[src/rtl/graphic_stream_arbiter_if.sv]
`default_nettype none
// ============================================================================
// Module  : graphic_stream_arbiter_if
// Brief   : AXI-Stream video bundle (RGB565, tuser=SOF, tlast=EOL).
// Revision: 1.0 - initial release
// ============================================================================
interface graphic_stream_arbiter_if #(
  parameter int DATA_WIDTH = 16
);
  logic [DATA_WIDTH-1:0] tdata;
  logic                  tlast;
  logic                  tuser;
  logic                  tvalid;
  logic                  tready;

  modport master (output tdata, tlast, tuser, tvalid, input tready);
  modport slave  (input tdata, tlast, tuser, tvalid, output tready);
endinterface
`default_nettype wire

[src/rtl/graphic_stream_arbiter.sv]
`default_nettype none
// ============================================================================
// Module  : graphic_stream_arbiter
// Brief   : Frame-granular two-source AXI-Stream video arbiter; fixed or
//           per-frame round-robin. GSA_STREAM_CHECK_EN adds the err checker.
// Revision: 1.0 - initial release
// ============================================================================
module graphic_stream_arbiter #(
  parameter int DATA_WIDTH = 16,
  parameter int H_RES      = 640,
  parameter int V_RES      = 480,
  parameter int CNT_W      = 12
) (
  input  var logic                 hclk,
  input  var logic                 hreset,
  input  var logic                 ce,
  input  var logic                 mode,
  input  var logic                 fixed_sel,
  graphic_stream_arbiter_if.slave  s0,
  graphic_stream_arbiter_if.slave  s1,
  graphic_stream_arbiter_if.master m,
  output logic                     active_src,
  output logic                     busy,
  output logic                     frame_done,
  output logic                     err
);

  localparam int MAX_RES = (H_RES > V_RES) ? H_RES : V_RES;

  if (MAX_RES >= (1 << CNT_W)) begin : g_cnt_w_check
    $error("CNT_W too small for H_RES/V_RES");
  end

  typedef enum logic [0:0] {
    IDLE = 1'b0,
    PASS = 1'b1
  } state_e;

  state_e           state_q, state_d;
  logic             active_q, active_d;
  logic             last_grant_q, last_grant_d;
  logic [CNT_W-1:0] line_q, line_d;
  logic             frame_done_q, frame_done_d;

  logic                  run;
  logic                  elig0, elig1, grant, start;
  logic [DATA_WIDTH-1:0] sel_tdata;
  logic                  sel_tlast, sel_tuser, sel_tvalid;
  logic                  hs, eol, last_line;

  assign run   = ce && !hreset;
  assign elig0 = s0.tvalid && s0.tuser && (mode || !fixed_sel);
  assign elig1 = s1.tvalid && s1.tuser && (mode || fixed_sel);
  // Tie between two eligible sources goes to whoever did not win last time.
  assign grant = (elig0 && elig1) ? !last_grant_q : elig1;
  assign start = run && (state_q == IDLE) && (elig0 || elig1);

  assign sel_tdata  = active_q ? s1.tdata  : s0.tdata;
  assign sel_tlast  = active_q ? s1.tlast  : s0.tlast;
  assign sel_tuser  = active_q ? s1.tuser  : s0.tuser;
  assign sel_tvalid = active_q ? s1.tvalid : s0.tvalid;

  assign hs        = run && (state_q == PASS) && sel_tvalid && m.tready;
  assign eol       = hs && sel_tlast;
  assign last_line = (line_q == CNT_W'(V_RES - 1));

  always_comb begin
    m.tdata   = sel_tdata;
    m.tlast   = sel_tlast;
    m.tuser   = sel_tuser;
    m.tvalid  = 1'b0;
    s0.tready = 1'b0;
    s1.tready = 1'b0;
    if (run) begin
      if (state_q == PASS) begin
        m.tvalid = sel_tvalid;
        if (active_q) s1.tready = m.tready;
        else          s0.tready = m.tready;
      end else begin
        // Idle: flush stray mid-frame beats, hold SOF until granted.
        s0.tready = s0.tvalid && !s0.tuser;
        s1.tready = s1.tvalid && !s1.tuser;
      end
    end
  end

  always_comb begin
    state_d      = state_q;
    active_d     = active_q;
    last_grant_d = last_grant_q;
    line_d       = line_q;
    frame_done_d = 1'b0;
    if (run) begin
      case (state_q)
        IDLE: begin
          if (start) begin
            state_d      = PASS;
            active_d     = grant;
            last_grant_d = grant;
            line_d       = '0;
          end
        end
        PASS: begin
          if (eol) begin
            if (last_line) begin
              state_d      = IDLE;
              line_d       = '0;
              frame_done_d = 1'b1;
            end else begin
              line_d = line_q + 1'b1;
            end
          end
        end
        default: state_d = IDLE;
      endcase
    end
  end

  always_ff @(posedge hclk) begin
    if (hreset) begin
      state_q      <= IDLE;
      active_q     <= 1'b0;
      last_grant_q <= 1'b1;
      line_q       <= '0;
      frame_done_q <= 1'b0;
    end else begin
      state_q      <= state_d;
      active_q     <= active_d;
      last_grant_q <= last_grant_d;
      line_q       <= line_d;
      frame_done_q <= frame_done_d;
    end
  end

  assign active_src = active_q;
  assign busy       = (state_q == PASS);
  assign frame_done = frame_done_q;

`ifdef GSA_STREAM_CHECK_EN
  logic [CNT_W-1:0] pix_q, pix_d;
  logic             err_q, err_d;

  always_comb begin
    pix_d = pix_q;
    err_d = err_q;
    if (start) begin
      pix_d = '0;
    end else if (hs) begin
      if (sel_tlast != (pix_q == CNT_W'(H_RES - 1))) err_d = 1'b1;
      if (sel_tuser && !((pix_q == '0) && (line_q == '0))) err_d = 1'b1;
      pix_d = sel_tlast ? '0 : pix_q + 1'b1;
    end
  end

  always_ff @(posedge hclk) begin
    if (hreset) begin
      pix_q <= '0;
      err_q <= 1'b0;
    end else begin
      pix_q <= pix_d;
      err_q <= err_d;
    end
  end

  assign err = err_q;
`else
  assign err = 1'b0;
`endif

endmodule
`default_nettype wire

[src/flat_wrapper.sv]
// flat-port wrapper written by rule: the top's interface ports become plain ports
module graphic_stream_arbiter_flat 
#(
  parameter int DATA_WIDTH = 16,
  parameter int H_RES      = 640,
  parameter int V_RES      = 480,
  parameter int CNT_W      = 12
)
  (hclk, hreset, ce, mode, fixed_sel, active_src, busy, frame_done, err, s0_tdata, s0_tlast, s0_tuser, s0_tvalid, s0_tready, s1_tdata, s1_tlast, s1_tuser, s1_tvalid, s1_tready, m_tdata, m_tlast, m_tuser, m_tvalid, m_tready);
  graphic_stream_arbiter_if #(.DATA_WIDTH(DATA_WIDTH)) s0_i ();
  graphic_stream_arbiter_if #(.DATA_WIDTH(DATA_WIDTH)) s1_i ();
  graphic_stream_arbiter_if #(.DATA_WIDTH(DATA_WIDTH)) m_i ();
  input  var logic hclk;
  input  var logic hreset;
  input  var logic ce;
  input  var logic mode;
  input  var logic fixed_sel;
  output logic active_src;
  output logic busy;
  output logic frame_done;
  output logic err;
  input wire logic [$bits(s0_i.tdata)-1:0] s0_tdata;
  input wire logic [$bits(s0_i.tlast)-1:0] s0_tlast;
  input wire logic [$bits(s0_i.tuser)-1:0] s0_tuser;
  input wire logic [$bits(s0_i.tvalid)-1:0] s0_tvalid;
  output wire logic [$bits(s0_i.tready)-1:0] s0_tready;
  input wire logic [$bits(s1_i.tdata)-1:0] s1_tdata;
  input wire logic [$bits(s1_i.tlast)-1:0] s1_tlast;
  input wire logic [$bits(s1_i.tuser)-1:0] s1_tuser;
  input wire logic [$bits(s1_i.tvalid)-1:0] s1_tvalid;
  output wire logic [$bits(s1_i.tready)-1:0] s1_tready;
  output wire logic [$bits(m_i.tdata)-1:0] m_tdata;
  output wire logic [$bits(m_i.tlast)-1:0] m_tlast;
  output wire logic [$bits(m_i.tuser)-1:0] m_tuser;
  output wire logic [$bits(m_i.tvalid)-1:0] m_tvalid;
  input wire logic [$bits(m_i.tready)-1:0] m_tready;
  assign s0_i.tdata = s0_tdata;
  assign s0_i.tlast = s0_tlast;
  assign s0_i.tuser = s0_tuser;
  assign s0_i.tvalid = s0_tvalid;
  assign s0_tready = s0_i.tready;
  assign s1_i.tdata = s1_tdata;
  assign s1_i.tlast = s1_tlast;
  assign s1_i.tuser = s1_tuser;
  assign s1_i.tvalid = s1_tvalid;
  assign s1_tready = s1_i.tready;
  assign m_tdata = m_i.tdata;
  assign m_tlast = m_i.tlast;
  assign m_tuser = m_i.tuser;
  assign m_tvalid = m_i.tvalid;
  assign m_i.tready = m_tready;
  graphic_stream_arbiter #(.DATA_WIDTH(DATA_WIDTH), .H_RES(H_RES), .V_RES(V_RES), .CNT_W(CNT_W)) u_core (.hclk(hclk), .hreset(hreset), .ce(ce), .mode(mode), .fixed_sel(fixed_sel), .s0(s0_i), .s1(s1_i), .m(m_i), .active_src(active_src), .busy(busy), .frame_done(frame_done), .err(err));
endmodule
[config.mk]
export PLATFORM = sky130hd
export DESIGN_NAME = graphic_stream_arbiter_flat
export DESIGN_NICKNAME = d
export VERILOG_FILES = /design/src/rtl/graphic_stream_arbiter_if.sv /design/src/rtl/graphic_stream_arbiter.sv /design/src/flat_wrapper.sv
export SDC_FILE = /design/constraint.sdc
export NUM_CORES = 1
export LEC_CHECK = 0
export BUFFER_PORTS_ARGS = -buffer_cell sky130_fd_sc_hd__buf_2
export CAP_MARGIN = 0
export CORE_ASPECT_RATIO = 1.4
export CORE_MARGIN = 2
export CORE_UTILIZATION = 46
export CTS_BUF_LIST = sky130_fd_sc_hd__clkbuf_4 sky130_fd_sc_hd__clkbuf_8 sky130_fd_sc_hd__clkbuf_16
export CTS_CLUSTER_DIAMETER = 80
export CTS_CLUSTER_SIZE = 40
export DETAILED_ROUTE_END_ITERATION = 10
export HOLD_SLACK_MARGIN = 0.15
export PLACE_DENSITY = 0.84
export SYNTH_ARGS = -nofsm -noshare
export SYNTH_HDL_FRONTEND = slang
export SYNTH_SLANG_ARGS = --single-unit
[constraint.sdc]
create_clock -name hclk -period 2.1 [get_ports hclk]
set_input_delay 0.42 -clock hclk [delete_from_list [all_inputs] [get_ports hclk]]
set_output_delay 0.42 -clock hclk [all_outputs]
set_load 0.005 [all_outputs]
==> run metrics <==
final clock skew around 0.0013 ns; R2R Path End u_core.line_q[5]$_SDFFE_PP0P_; register area 320.3 µm²; TritonCTS Buffers 3; # hold bufs at CTS 0; register area share after synthesis 23.13%; port bufs 67; Avg Cell Area, Syn a little over 9 µm²; vias in the first global route 1407; pin count of the biggest net entering global routing 19; Routed WL 3852 µm; area of the multi-input gates 939.7 µm²; die width 50.38 µm; vias post-DR 1526; fin crit share 87.05%; drt drc 0; die area 3472 µm²; Seq cells post-synth 16; Sink Count 16; gr ovfl total 0; # fillers 269; Top FF cell, synth dfxtp_1; outcome finished clean; postcts setup bufs 0; CTS Buffer Depth 2; chip height around 70 µm; cts repair resizes 0; Worst setup EP type output pin; Cell Rows 23; Worst-path clk slew ~0.06 ns; antenna fix cells 0; ys async rst share 0%; final max-slew violation count 0; VDD IR max 0.2831 mV; Synth warnings 0; f_max 0.5470 GHz; clock root cell clkbuf_8; Syn Nets 195; Max Cap Viol 0; Nets 257; Final Non-Filler Cells roughly 250; Final Setup Violations 0; Final Critical Period 1.828 ns; CTS tree built; hold wc startpoint ce; Final Hold Viols 0; Detailed Routing Iterations Pass 1 4; ANT nets after route 0; CP required 1.68 ns; P_leak roughly 0.71 nW; all-layer global routing usage between 20% and 30%; CP Launch Type register; global-route wire length before repair 5899 µm; commonest non-fill, non-tap cell in the layout buf_2; most frequent cells in the layout buf_2, mux2_2, dfxtp_1; antenna violations before repair 0; H-tree depth 1; FF-to-FF setup slack between 0.3 and 0.4 ns; Area growth syn-to-layout 26.11%; routed length per instance 15.60 µm; worst path arrival time between 1 and 1.5 ns; placed insts around 240; CP max FO 6; share of cells above drive strength 1 50.48%; vias per std cell a little over 6; core region area 2878 µm²; Hold/Removal Path Class input port to register; Syn Inst Count 150; path depth of the worst reg2reg path 5; Synth Cell Area 1385 µm²; Hold Path Sink u_core.busy$_SDFFE_PP0N_; initial detailed-routing violation count 94; Initial Utilization 48.13%; # IOs between 60 and 70; dpl hpwl 2961 µm; reg-to-reg startpoint u_core.line_q[0]$_SDFFE_PP0P_; RSZ-0062 raised after global routing false; TNS Setup 0 ns; Power Density 406.9 nW/µm²; Hold Path Depth 3; number of synthesized flops with an enable pin 0; critical setup path kind register to output pin; final weighted congestion in routability-driven placement 0.8718; worst skew pair latency roughly 0.26 ns; count of cell types in the netlist 50
==> sequential cells by signal (all words and copies together) (netlist names) <==
register	cells
u_core.line_q	12
u_core.busy	1
u_core.last_grant_q	1
u_core.active_src	1
u_core.frame_done	1
==> final cells by class <==
cell class / instances / area share, %
well taps: 37 / 2.650
flip-flops and latches: 16 / 18.34
multi-input cells: 111 / 53.80
repair buffers: 71 / 20.92
clock buffers: 3 / 2.364
inverters: 9 / 1.934
==> where the power goes <==
| group | internal, mW | switching (mW) | total [mW] |
|---|---|---|---|
| sequential | 0.306 | 0.00356 | 0.310 |
| clock | 0.128 | 0.109 | 0.237 |
| combinational | 0.0865 | 0.0776 | 0.164 |
==> metal layers <==
layer	GRT usage, %	part of all wire (%)	up-vias
met5	0	0	-
met4	13.18	3.3	0
met3	3.664	8.9	17
met2	39.80	48	104
met1	24.97	39	693
li1	-	-	712
==> kinds of logic after synthesis <==
family,Yosys count,share of synthesized area (%)
AND/OR/NAND/NOR,54,27.64
AO/OA/AOI/OAI,36,23.67
buffers and inverters,23,9.033
multiplexers,19,15.36
flip-flops,16,23.13
adder cells (fa/ha/maj),1,0.9032
other,1,0.2707
==> worst max-delay path, stage by stage, from the launching register on <==
cell	delay, ns
dfxtp_1	0.37
nor3b_4	0.39
nand3b_1	0.11
o21ai_0	0.12
buf_2	0.16
==> Yosys cell counts (all sizes together), types with 3 or more instances <==
cell	instances	share of area, %
o211ai	3	2.0
inv	9	2.4
clkbuf	4	1.1
dfxtp	16	23
o21ai	4	1.4
nand2	7	1.9
nand4	9	5.1
or3	5	2.3
nor4	4	2.3
nand3b	4	3.1
mux2	18	15
buf	10	5.5
nand3	12	4.7
o32ai	5	3.2
a31oi	3	1.4
a32oi	4	2.5
a21oi	4	2.3
and2	3	1.4
==> metrics by stage <==
| stage | hold slack, ns | worst slack [ns] | utilization (%) | area, µm² | power (mW) |
|---|---|---|---|---|---|
| final | 0.4903 | 0.2719 | 60.70 | 1747 | 0.7108 |
| after global routing | 0.5048 | 0.2176 | 60.70 | 1747 | 0.7402 |
| after CTS | 0.4825 | 0.2788 | 60.70 | 1747 | 0.7168 |
| after detailed placement | 0.4900 | 0.3665 | 59.26 | 1705 | 0.4801 |
| after global placement | 0.4823 | 0.3998 | 59.26 | 1705 | 0.4755 |
| after floorplan | 0.4665 | 0.5179 | - | 1385 | 0.4012 |
==> worst max path at each step <==
stage / cells after the start / startpoint / slack [ns] / to
finish: 4 / u_core.busy$_SDFFE_PP0N_ / 0.27 / s1_tready
CTS: 4 / u_core.busy$_SDFFE_PP0N_ / 0.28 / s1_tready
floorplan: 3 / u_core.active_src$_SDFFE_PP0P_ / 0.52 / m_tdata[10]
global placement: 5 / hreset / 0.40 / s1_tready
global route: 4 / u_core.active_src$_SDFFE_PP0P_ / 0.22 / m_tvalid
detailed placement: 5 / ce / 0.37 / s1_tready
Power figures use the tool's default switching activity.
